### config.mk
export PLATFORM = sky130hd
export DESIGN_NAME = mmio_bus_interconnect
export DESIGN_NICKNAME = d
export VERILOG_FILES = /design/src/rtl/mmio_pkg.sv /design/src/rtl/mmio_addr_decoder.sv /design/src/rtl/mmio_bus_interconnect.sv
export SDC_FILE = /design/constraint.sdc
export NUM_CORES = 1
export LEC_CHECK = 0
export BUFFER_PORTS_ARGS = -buffer_cell sky130_fd_sc_hd__buf_2
export CAP_MARGIN = 0
export CELL_PAD_IN_SITES_DETAIL_PLACEMENT = 1
export CELL_PAD_IN_SITES_GLOBAL_PLACEMENT = 2
export CORE_UTILIZATION = 23
export CTS_BUF_LIST = sky130_fd_sc_hd__clkbuf_8
export DETAILED_ROUTE_END_ITERATION = 6
export PLACE_DENSITY_LB_ADDON = 0.1
export SYNTH_ARGS = -nofsm -noshare
export SYNTH_HDL_FRONTEND = slang
export SYNTH_SLANG_ARGS = --single-unit
### constraint.sdc
create_clock -name clk -period 2.45 [get_ports clk]
set_clock_uncertainty 0.15 [all_clocks]
set_input_delay 0.49 -clock clk [delete_from_list [all_inputs] [get_ports clk]]
set_output_delay 0.49 -clock clk [all_outputs]
set_load 0.01 [all_outputs]
### src/rtl/mmio_pkg.sv
// Shared definitions for the MMIO interconnect: FSM encodings, error data
// and the standard memory map (data RAM, instruction ROM, GPIO, UART).
package mmio_pkg;

  localparam logic [1:0] ST_IDLE   = 2'd0;
  localparam logic [1:0] ST_ACCESS = 2'd1;
  localparam logic [1:0] ST_RESP   = 2'd2;

  localparam logic [31:0] ERR_RDATA_DEFAULT = 32'hDEAD_BEEF;

  localparam logic [31:0] DATA_BASE  = 32'h1001_0000;
  localparam logic [31:0] DATA_MASK  = 32'h0000_FFFF;
  localparam logic [31:0] INSTR_BASE = 32'h0040_0000;
  localparam logic [31:0] INSTR_MASK = 32'h000F_FFFF;
  localparam logic [31:0] GPIO_BASE  = 32'hFFFF_0000;
  localparam logic [31:0] GPIO_MASK  = 32'h0000_00FF;
  localparam logic [31:0] UART_BASE  = 32'hFFFF_0100;
  localparam logic [31:0] UART_MASK  = 32'h0000_00FF;

  localparam int STD_NUM_SLAVES = 4;
  localparam logic [127:0] STD_BASE_ADDRS = {UART_BASE, GPIO_BASE, INSTR_BASE, DATA_BASE};
  localparam logic [127:0] STD_ADDR_MASKS = {UART_MASK, GPIO_MASK, INSTR_MASK, DATA_MASK};

  // A single slave still needs a one-bit index.
  function automatic int idx_width(input int n);
    return (n > 1) ? $clog2(n) : 1;
  endfunction

  // Wide enough to hold TIMEOUT_CYCLES itself; one bit when timeout is disabled.
  function automatic int cnt_width(input int t);
    return (t > 0) ? $clog2(t + 1) : 1;
  endfunction

endpackage

### src/rtl/mmio_addr_decoder.sv
// Combinational region decoder: per-slave hit vector, miss flag and the
// index of the lowest-numbered hit.
module mmio_addr_decoder
  import mmio_pkg::*;
#(
  parameter int                                ADDR_LENGTH = 32,
  parameter int                                NUM_SLAVES  = 4,
  parameter logic [NUM_SLAVES*ADDR_LENGTH-1:0] BASE_ADDRS  = STD_BASE_ADDRS,
  parameter logic [NUM_SLAVES*ADDR_LENGTH-1:0] ADDR_MASKS  = STD_ADDR_MASKS,
  parameter int                                IDX_W       = idx_width(NUM_SLAVES)
) (
  input  logic [ADDR_LENGTH-1:0] addr,
  output logic [NUM_SLAVES-1:0]  hit,
  output logic                   miss,
  output logic [IDX_W-1:0]       idx
);

  for (genvar i = 0; i < NUM_SLAVES; i++) begin : g_region
    localparam logic [ADDR_LENGTH-1:0] BASE = BASE_ADDRS[i*ADDR_LENGTH +: ADDR_LENGTH];
    localparam logic [ADDR_LENGTH-1:0] MASK = ADDR_MASKS[i*ADDR_LENGTH +: ADDR_LENGTH];
    assign hit[i] = ((addr ^ BASE) & ~MASK) == '0;
  end

  assign miss = ~|hit;

  // Scanning downward lets the lowest-indexed hit overwrite the others.
  always_comb begin
    // NOTE: default every always_comb output first so no path leaves it unassigned (no latch).
    idx = '0;
    for (int i = NUM_SLAVES - 1; i >= 0; i--) begin
      if (hit[i]) idx = IDX_W'(i);
    end
  end

endmodule

### src/rtl/mmio_bus_interconnect.sv
// Memory-mapped interconnect: one master port to NUM_SLAVES slave channels with
// registered IDLE/ACCESS/RESP handshake, bus timeout and unmapped-address errors.
module mmio_bus_interconnect
  import mmio_pkg::*;
#(
  parameter int                                DATA_LENGTH    = 32,
  parameter int                                ADDR_LENGTH    = 32,
  parameter int                                NUM_SLAVES     = STD_NUM_SLAVES,
  parameter logic [NUM_SLAVES*ADDR_LENGTH-1:0] BASE_ADDRS     = STD_BASE_ADDRS,
  parameter logic [NUM_SLAVES*ADDR_LENGTH-1:0] ADDR_MASKS     = STD_ADDR_MASKS,
  parameter int                                TIMEOUT_CYCLES = 16,
  parameter logic [DATA_LENGTH-1:0]            ERR_RDATA      = DATA_LENGTH'(ERR_RDATA_DEFAULT)
) (
  input  logic                             clk,
  input  logic                             rst,
  input  logic                             mst_req,
  input  logic                             mst_we,
  input  logic [ADDR_LENGTH-1:0]           mst_addr,
  input  logic [DATA_LENGTH-1:0]           mst_wdata,
  output logic                             mst_ready,
  output logic [DATA_LENGTH-1:0]           mst_rdata,
  output logic                             mst_err,
  output logic [NUM_SLAVES-1:0]            slv_sel,
  output logic                             slv_we,
  output logic [ADDR_LENGTH-1:0]           slv_addr,
  output logic [DATA_LENGTH-1:0]           slv_wdata,
  input  logic [NUM_SLAVES*DATA_LENGTH-1:0] slv_rdata,
  input  logic [NUM_SLAVES-1:0]            slv_ready
);

  localparam int IDX_W = idx_width(NUM_SLAVES);
  localparam int CNT_W = cnt_width(TIMEOUT_CYCLES);
  localparam logic [CNT_W-1:0] CNT_LAST =
    (TIMEOUT_CYCLES > 0) ? CNT_W'(TIMEOUT_CYCLES - 1) : '0;

  logic [1:0]             state;
  logic [CNT_W-1:0]       cnt;
  logic [IDX_W-1:0]       sel_idx;
  logic [NUM_SLAVES-1:0]  dec_hit;
  logic                   dec_miss;
  logic [IDX_W-1:0]       dec_idx;
  logic [ADDR_LENGTH-1:0] dec_mask;
  logic [DATA_LENGTH-1:0] sel_rdata;
  logic                   sel_ready;
  logic                   timeout_hit;

  mmio_addr_decoder #(
    .ADDR_LENGTH(ADDR_LENGTH),
    .NUM_SLAVES (NUM_SLAVES),
    .BASE_ADDRS (BASE_ADDRS),
    .ADDR_MASKS (ADDR_MASKS),
    .IDX_W      (IDX_W)
  ) u_decoder (
    .addr(mst_addr),
    .hit (dec_hit),
    .miss(dec_miss),
    .idx (dec_idx)
  );

  always_comb begin
    dec_mask    = ADDR_MASKS[int'(dec_idx)*ADDR_LENGTH +: ADDR_LENGTH];
    sel_rdata   = slv_rdata[int'(sel_idx)*DATA_LENGTH +: DATA_LENGTH];
    // Masking with the registered select makes unselected slaves' ready irrelevant.
    sel_ready   = |(slv_ready & slv_sel);
    timeout_hit = (TIMEOUT_CYCLES != 0) && (cnt == CNT_LAST);
  end

  // NOTE: sequential state uses non-blocking (<=) so every register samples pre-edge values.
  always_ff @(posedge clk or negedge rst) begin
    if (!rst) begin
      state     <= ST_IDLE;
      cnt       <= '0;
      sel_idx   <= '0;
      mst_ready <= 1'b0;
      mst_err   <= 1'b0;
      mst_rdata <= '0;
      slv_sel   <= '0;
      slv_we    <= 1'b0;
      slv_addr  <= '0;
      slv_wdata <= '0;
    end else begin
      mst_ready <= 1'b0;
      mst_err   <= 1'b0;
      case (state)
        ST_IDLE: begin
          if (mst_req) begin
            slv_wdata <= mst_wdata;
            if (dec_miss) begin
              state     <= ST_RESP;
              mst_ready <= 1'b1;
              mst_err   <= 1'b1;
              mst_rdata <= ERR_RDATA;
            end else begin
              state    <= ST_ACCESS;
              cnt      <= '0;
              sel_idx  <= dec_idx;
              slv_sel  <= NUM_SLAVES'(1) << dec_idx;
              slv_we   <= mst_we;
              slv_addr <= mst_addr & dec_mask;
            end
          end
        end
        ST_ACCESS: begin
          // A ready arriving on the timeout cycle still completes normally.
          if (sel_ready || timeout_hit) begin
            state     <= ST_RESP;
            mst_ready <= 1'b1;
            mst_err   <= ~sel_ready;
            mst_rdata <= !sel_ready ? ERR_RDATA : (slv_we ? '0 : sel_rdata);
            slv_sel   <= '0;
            slv_we    <= 1'b0;
          end else if (cnt != '1) begin
            cnt <= cnt + CNT_W'(1);
          end
        end
        ST_RESP: state <= ST_IDLE;
        default: state <= ST_IDLE;
      endcase
    end
  end

endmodule

* Word-level counts from Yosys, hierarchy flattened
Index checks and enable logic that the tools add are counted.
** Word-level totals
- Register bits :: 112
- Input bits :: 200
- Output and inout port bits :: 103
- Word-level logic and storage cells :: 78
** Cells by class
- Equal/unequal tests :: 9
- Bitwise gates (word level) :: 7
- Shift-type cells :: 3
- Mux-type cells :: 33
- Add/subtract/negate cells :: 1
- Reductions and logical operators :: 15
** Operators by type and width (count)
- $mux W32 :: 5
- $logic_not A32 Y1 :: 4
- $shiftx A128 B8 Y32 :: 1
- $shiftx A128 B8 Y32 const A :: 1
- $pmux W32 S2 :: 1
- $and A32 B32 Y32 :: 1
- $mux W5 :: 4
- $not A17 Y17 :: 1
- $not A16 Y16 :: 1
- $mux W2 :: 7
- $mux W4 :: 3
- $ne A2 B2 Y1 const B :: 5
- $pmux W5 S2 :: 1
- $pmux W4 S2 :: 1
- $reduce_and A4 Y1 :: 2
- $reduce_or A4 Y1 :: 2
- $mux W1 :: 7
- $pmux W1 S2 :: 3
- $add A5 B1 Y5 const B :: 1
- $eq A5 B4 Y1 const B :: 1
- $ne A5 B5 Y1 const B :: 1
- $reduce_and A5 Y1 :: 1
- $and A4 B4 Y4 :: 1
- $pmux W2 S2 :: 1
- 10 further kinds :: 12

* Longest topological paths before layout
- Depth in word-level cells :: 10
- Mapped depth :: 9

* Cells and area by module
A second synthesis with hierarchy kept.
** Unflattened totals
- Cell total of the unflattened synthesis :: 426
- Area, all modules :: 5081.1 um^2
** Modules (own cells, without submodules)
- mmio_bus_interconnect :: times used 1, area an instance 4919.7 um^2, cells an instance 402, seq. area each 2502.4 um^2
- mmio_addr_decoder :: times used 1, area an instance 161.4 um^2, cells an instance 24, seq. area each 0.0 um^2

* Least setup slack after synthesis
Ideal clock, no wire load.
- Path kind :: input-to-reg
- From :: in mst_addr[9]
- To :: reg mst_rdata[16]
- Slack :: 0.013 ns
- Arrival time :: 2.166 ns
- Path buffers :: 1
- Stages :: 7
- Path through :: or4b_4 > nor4_4 > a2bb2oi_2 > a21boi_4 > inv_4 > buf_6 > o22a_1
** On the way
- Word-level cells in the longest chain between the ends :: 4
- Elaborated cells on any way between the ends :: 5
- Those cells by class :: 1 x eq/ne; 4 x reduce/logical
** RTL lines
- from (decl) :: line mmio_bus_interconnect.sv:18 : input logic [ADDR_LENGTH-1:0] mst_addr,
- $logic_not A32 Y1 :: line mmio_addr_decoder.sv:21 : assign hit[i] = ((addr ^ BASE) & ~MASK) == '0;
- $reduce_or A4 Y1 (*) :: line mmio_addr_decoder.sv:24 : assign miss = ~|hit;
- $ne A2 B2 Y1 (no source line) (*)
- $reduce_and A4 Y1 (no source line) (*)
- to (signal assigned) :: line mmio_bus_interconnect.sv:109 : mst_rdata <= !sel_ready ? ERR_RDATA : (slv_we ? '0 : sel_rdata);
- to (decl) :: line mmio_bus_interconnect.sv:21 : output logic [DATA_LENGTH-1:0] mst_rdata,
Mark *: on every way between the ends. The rest lies on a longest branch, timed or not.
A chain may end at the register's enable or synchronous reset.

* Worst setup path after layout
- From :: in mst_addr[29]
- To :: reg slv_addr[3]
** On the way
- Word-level cells in the longest chain between the ends :: 8
- Elaborated cells on any way between the ends :: 14
- Those cells by class :: 1 x shift; 4 x mux; 3 x bitwise; 6 x reduce/logical
** RTL lines
- $not A17 Y17 (no source line)
- $logic_not A32 Y1 :: line mmio_addr_decoder.sv:21
- $mux W2 (4 in a row) :: line mmio_addr_decoder.sv:31 : if (hit[i]) idx = IDX_W'(i);
- $shiftx A128 B8 Y32 :: line mmio_bus_interconnect.sv:61 : dec_mask = ADDR_MASKS[int'(dec_idx)*ADDR_LENGTH +: ADDR_LENGTH];
- $and A32 B32 Y32 :: line mmio_bus_interconnect.sv:99 : slv_addr <= mst_addr & dec_mask;
- to (signal assigned) :: line mmio_bus_interconnect.sv:99
- to (decl) :: line mmio_bus_interconnect.sv:25 : output logic [ADDR_LENGTH-1:0] slv_addr,
Parallel ways exist; a longest one is shown, timed or not.

==> Implementation_results.wiki <==
{| class="wikitable"
! Metric !! Value
|-
| Final weighted congestion of routability-driven global placement || 0.766
|-
| RSZ-0062 raised after global routing || no
|-
| Share of synthesized registers carrying an async set or reset || 1.00
|-
| Total count of hold-check failures in the final report || 0
|-
| CTS tree || built
|-
| Average wire per standard cell || 16.5 um
|-
| Time the worst path needs with I/O delays and setup || 2.30 ns
|-
| Detail Placement HPWL || 13.6 mm
|-
| Top-Level Pins || 303
|-
| Congestion Overflow GR || 0
|-
| Class of the worst hold path || in2reg
|-
| Total iterations of the first detailed-routing run || 4
|-
| Required @ worst endpoint || 2.57 ns
|-
| Slack of the worst reg-to-reg path || 0.18 ns
|-
| Insertion delay of the later-clocked pin in the worst-skew pair || 0.37 ns
|-
| Detailed Route Iter0 Violations || 131
|-
| Switching part of the total || 0.258
|-
| Floorplan die height || 149 um
|-
| Number of distinct standard cells referenced by the synthesized netlist || 46
|-
| Sum of negative setup slack || 0 ns
|-
| Inserted Clock Buffers || 9
|-
| Wire length of the first global-routing pass || 26.8 mm
|-
| Pleak || 3.74 nW
|-
| Number of cells in the finished layout apart from fillers || 1028
|-
| Mux contribution to synthesized area || 0.166
|-
| Number of I/O port buffers || 290
|-
| Start point of the worst hold path || mst_wdata[0]
|-
| Switching power || 0.000907 W
|-
| Sink count of the clock tree || 100
|-
| Run status || finished clean
|-
| Clock power frac || 0.341
|-
| Slowest CP cell || sky130_fd_sc_hd__or4_1
|-
| Crit Reg-Reg Startpoint || cnt[0]
|-
| Post-Synthesis Mean Instance Area || 11.5 um^2
|-
| Data arrival time at the worst-slack endpoint || 2.42 ns
|-
| Register clock-pin slew on the reported worst setup and hold paths || 0.10 ns
|-
| Met1 Use GR || 0.177
|-
| Setup CP Type || in2reg
|-
| Number of buffers and inverters on the critical path || 1
|-
| Start point of the critical path || mst_addr[29]
|-
| Count of synthesis-stage warnings from yosys || 0
|-
| Area of the core || 21200 um^2
|-
| Post-Syn Area || 5000 um^2
|-
| Standard-cell row count || 53
|-
| Overall global routing resource usage || 0.156
|-
| Terminus of the critical flop-to-flop path || mst_rdata[16]
|-
| Worst-case hold path end point || slv_wdata[0]
|-
| Period utilization || 0.939
|-
| Sum of routed wire length over all layers || 16.9 mm
|-
| Dominant combinational cell family by area after synthesis || simple AND/OR/NAND/NOR gates
|-
| Post-Synth XOR/XNOR Area || 0
|-
| Number of H-tree branching levels || 3
|-
| Portion of the post-synthesis area used by sequential elements || 0.501
|-
| Syn Inst Count || 436
|-
| Final Setup Violations || 0
|-
| Longest individual stage delay on the worst path || 0.60 ns
|-
| Proportion of layout cells with a drive suffix above 1 || 0.522
|-
| Relative slew slack || 0.620
|-
| Synth Area in Adders || 0.00751
|-
| Top achievable clock speed || 0.434 GHz
|-
| Synth-to-Final Area Change || 43.8%
|-
| Largest fanout on the critical path || 9
|-
| Die Area || 22300 um^2
|-
| Root buffer cell || sky130_fd_sc_hd__clkbuf_8
|-
| Critical path endpoint category || register
|-
| Most frequently used flop master after synthesis || sky130_fd_sc_hd__dfrtp_1
|-
| Compound-cell area share of the yosys netlist || 0.100
|-
| Number of global-route vias before repair || 5074
|-
| Count of cells along the worst register-to-register path || 8
|-
| Number of antenna cells inserted || 0
|-
| Pins over their slew limit || 0
|-
| Effective utilization at floorplan || 0.236
|-
| Crit-path cells || buf_2, nor4_1, nand2_1, or4_1, nand2_2, mux2_2
|-
| Element type at the critical path start || input port
|-
| Total of flip-flops plus latches after synthesis || 100
|-
| Die outline width || 149 um
|-
| Internal power summed over all cells || 0.00261 W
|-
| Clock Path Buffers || 2
|-
| Count of placed standard cells including taps || 1011
|-
| Number of antenna violations at the first check in global routing || 0
|-
| Final design area excluding fillers || 7190 um^2
|-
| Sequential fraction of design power || 0.501
|-
| Peak supply drop || 0.202 mV
|-
| Placed cell areas || 6950 um^2
|-
| # DRC || 0
|-
| Hold path cells || 3
|-
| Total vias in the final route || 4575
|-
| Total power of the final layout || 0.00351 W
|-
| Slew of the pin with the lowest slew margin || 0.568 ns
|-
| Routing usage on met2 || 0.286
|-
| Utilization after layout || 0.340
|-
| Setup fix buffers added after clock tree synthesis || 0
|-
| GRT Max-Usage Layer || met2
|-
| CP delay by family, top || simple AND/OR/NAND/NOR gates
|-
| Simple-gate area share of the yosys netlist || 0.179
|-
| Cell area power density || 489 nW/um^2
|-
| EDFF count, synth || 0
|-
| Met3 GRT Util || 0.0492
|-
| Vias/cell || 4.45
|-
| Maxcap violations || 0
|-
| ANT nets after route || 0
|-
| Final net count || 951
|-
| Proportion of power drawn by combinational gates || 0.158
|-
| Largest net degree at the start of global routing || 38
|}
==> Yosys cell counts (all sizes together), types with 3 or more instances <==
cell type | instances | area share
nand2 | 121 | 0.091
a22o | 15 | 0.026
nand3 | 13 | 0.013
clkbuf | 19 | 0.014
mux2 | 9 | 0.020
ha | 3 | 0.0075
nor2b | 27 | 0.034
inv | 6 | 0.0050
dfrtp | 100 | 0.50
mux4 | 32 | 0.14
nand4 | 4 | 0.0050
nor2 | 5 | 0.0038
o22a | 24 | 0.042
nor4 | 6 | 0.011
o21ai | 3 | 0.0030
buf | 17 | 0.026
==> layer usage <==
layer  wire, um  part of all wire
met2       8960              0.53
met1       6620              0.39
met4        146            0.0086
met5          0                 0
met3       1210             0.071
==> cells by family after synthesis <==
kind of cell    after synthesis
fa+ha+maj                     3
compound gates               58
buf+inv                      42
flops                       100
simple gates                190
other cells                   1
mux                          42
==> how the worst max path moves through the flow <==
stage	end	slack, ns	cells past startpoint
after floorplan	mst_rdata[16]	0.01	7
after global placement	slv_addr[5]	-0.19	6
after detailed placement	slv_addr[2]	-0.26	6
after CTS	mst_rdata[16]	0.12	8
after global routing	mst_rdata[6]	0.01	8
final	slv_addr[3]	0.15	6
==> sequential cells by signal (all words and copies together) (netlist names) <==
signal,count
mst_rdata,32
slv_wdata,32
slv_addr,20
cnt,5
slv_sel,4
sel_idx,2
state,2
mst_err,1
mst_ready,1
slv_we,1
==> cell type report <==
| cell class | instances | area (um^2) |
|---|---|---|
| clock buffers | 10 | 138 |
| clock inverters | 6 | 86.3 |
| fillers | 2493 | 14000 |
| inverters | 6 | 25.0 |
| multi-input cells | 305 | 2330 |
| flip-flops and latches | 100 | 2500 |
| well taps | 275 | 344 |
| repair buffers | 326 | 1760 |
==> worst register-to-register path, stage by stage, from the launching register on <==
cell and delay [ns]:
sky130_fd_sc_hd__dfrtp_1 0.42, sky130_fd_sc_hd__ha_1 0.23, sky130_fd_sc_hd__and3_1 0.21, sky130_fd_sc_hd__ha_1 0.21, sky130_fd_sc_hd__nor3_2 0.20, sky130_fd_sc_hd__nand2b_1 0.15
sky130_fd_sc_hd__a21boi_4 0.22, sky130_fd_sc_hd__inv_4 0.14, sky130_fd_sc_hd__o22a_1 0.24
==> repair_timing <==
action                     in CTS  in global routing
setup endpoints to repair       0                 28
hold buffers                    1                  0
resized for setup               0                  1
hold endpoints to repair       26                  0
==> stage by stage <==
step	setup slack [ns]	hold slack [ns]
3_3_place_gp	-0.191	0.302
6_report	0.148	0.150
5_1_grt	0.0141	0.106
2_1_floorplan	0.0127	0.0444
4_1_cts	0.115	0.118
3_5_place_dp	-0.264	0.311
==> power by group through the flow <==
stage               combinational (W)  sequential, W  clock, W
finish                       0.000556        0.00176   0.00120
global route                 0.000621        0.00177   0.00134
CTS                          0.000571        0.00176   0.00127
detailed placement           0.000567        0.00179         0
global placement             0.000554        0.00179         0
floorplan                    0.000202        0.00183         0
==> cell usage in the layout, fill, tap and decap left out, types with 3 or more instances in the layout <==
cell type,Yosys,routed
sky130_fd_sc_hd__mux4_2,32,32
sky130_fd_sc_hd__o22a_1,24,24
sky130_fd_sc_hd__nand2_1,120,120
sky130_fd_sc_hd__nor2_1,5,5
sky130_fd_sc_hd__nor4_1,5,4
sky130_fd_sc_hd__nand3_1,13,13
sky130_fd_sc_hd__buf_12,0,3
sky130_fd_sc_hd__ha_1,3,3
sky130_fd_sc_hd__buf_4,12,33
sky130_fd_sc_hd__buf_2,3,289
sky130_fd_sc_hd__inv_1,5,6
sky130_fd_sc_hd__a22o_1,15,15
sky130_fd_sc_hd__dfrtp_1,100,99
sky130_fd_sc_hd__conb_1,1,12
sky130_fd_sc_hd__clkbuf_8,0,10
sky130_fd_sc_hd__nor2b_1,27,27
sky130_fd_sc_hd__mux2_2,8,8
sky130_fd_sc_hd__nand4_1,4,4
Note: power is estimated with default switching activity, not from simulation.
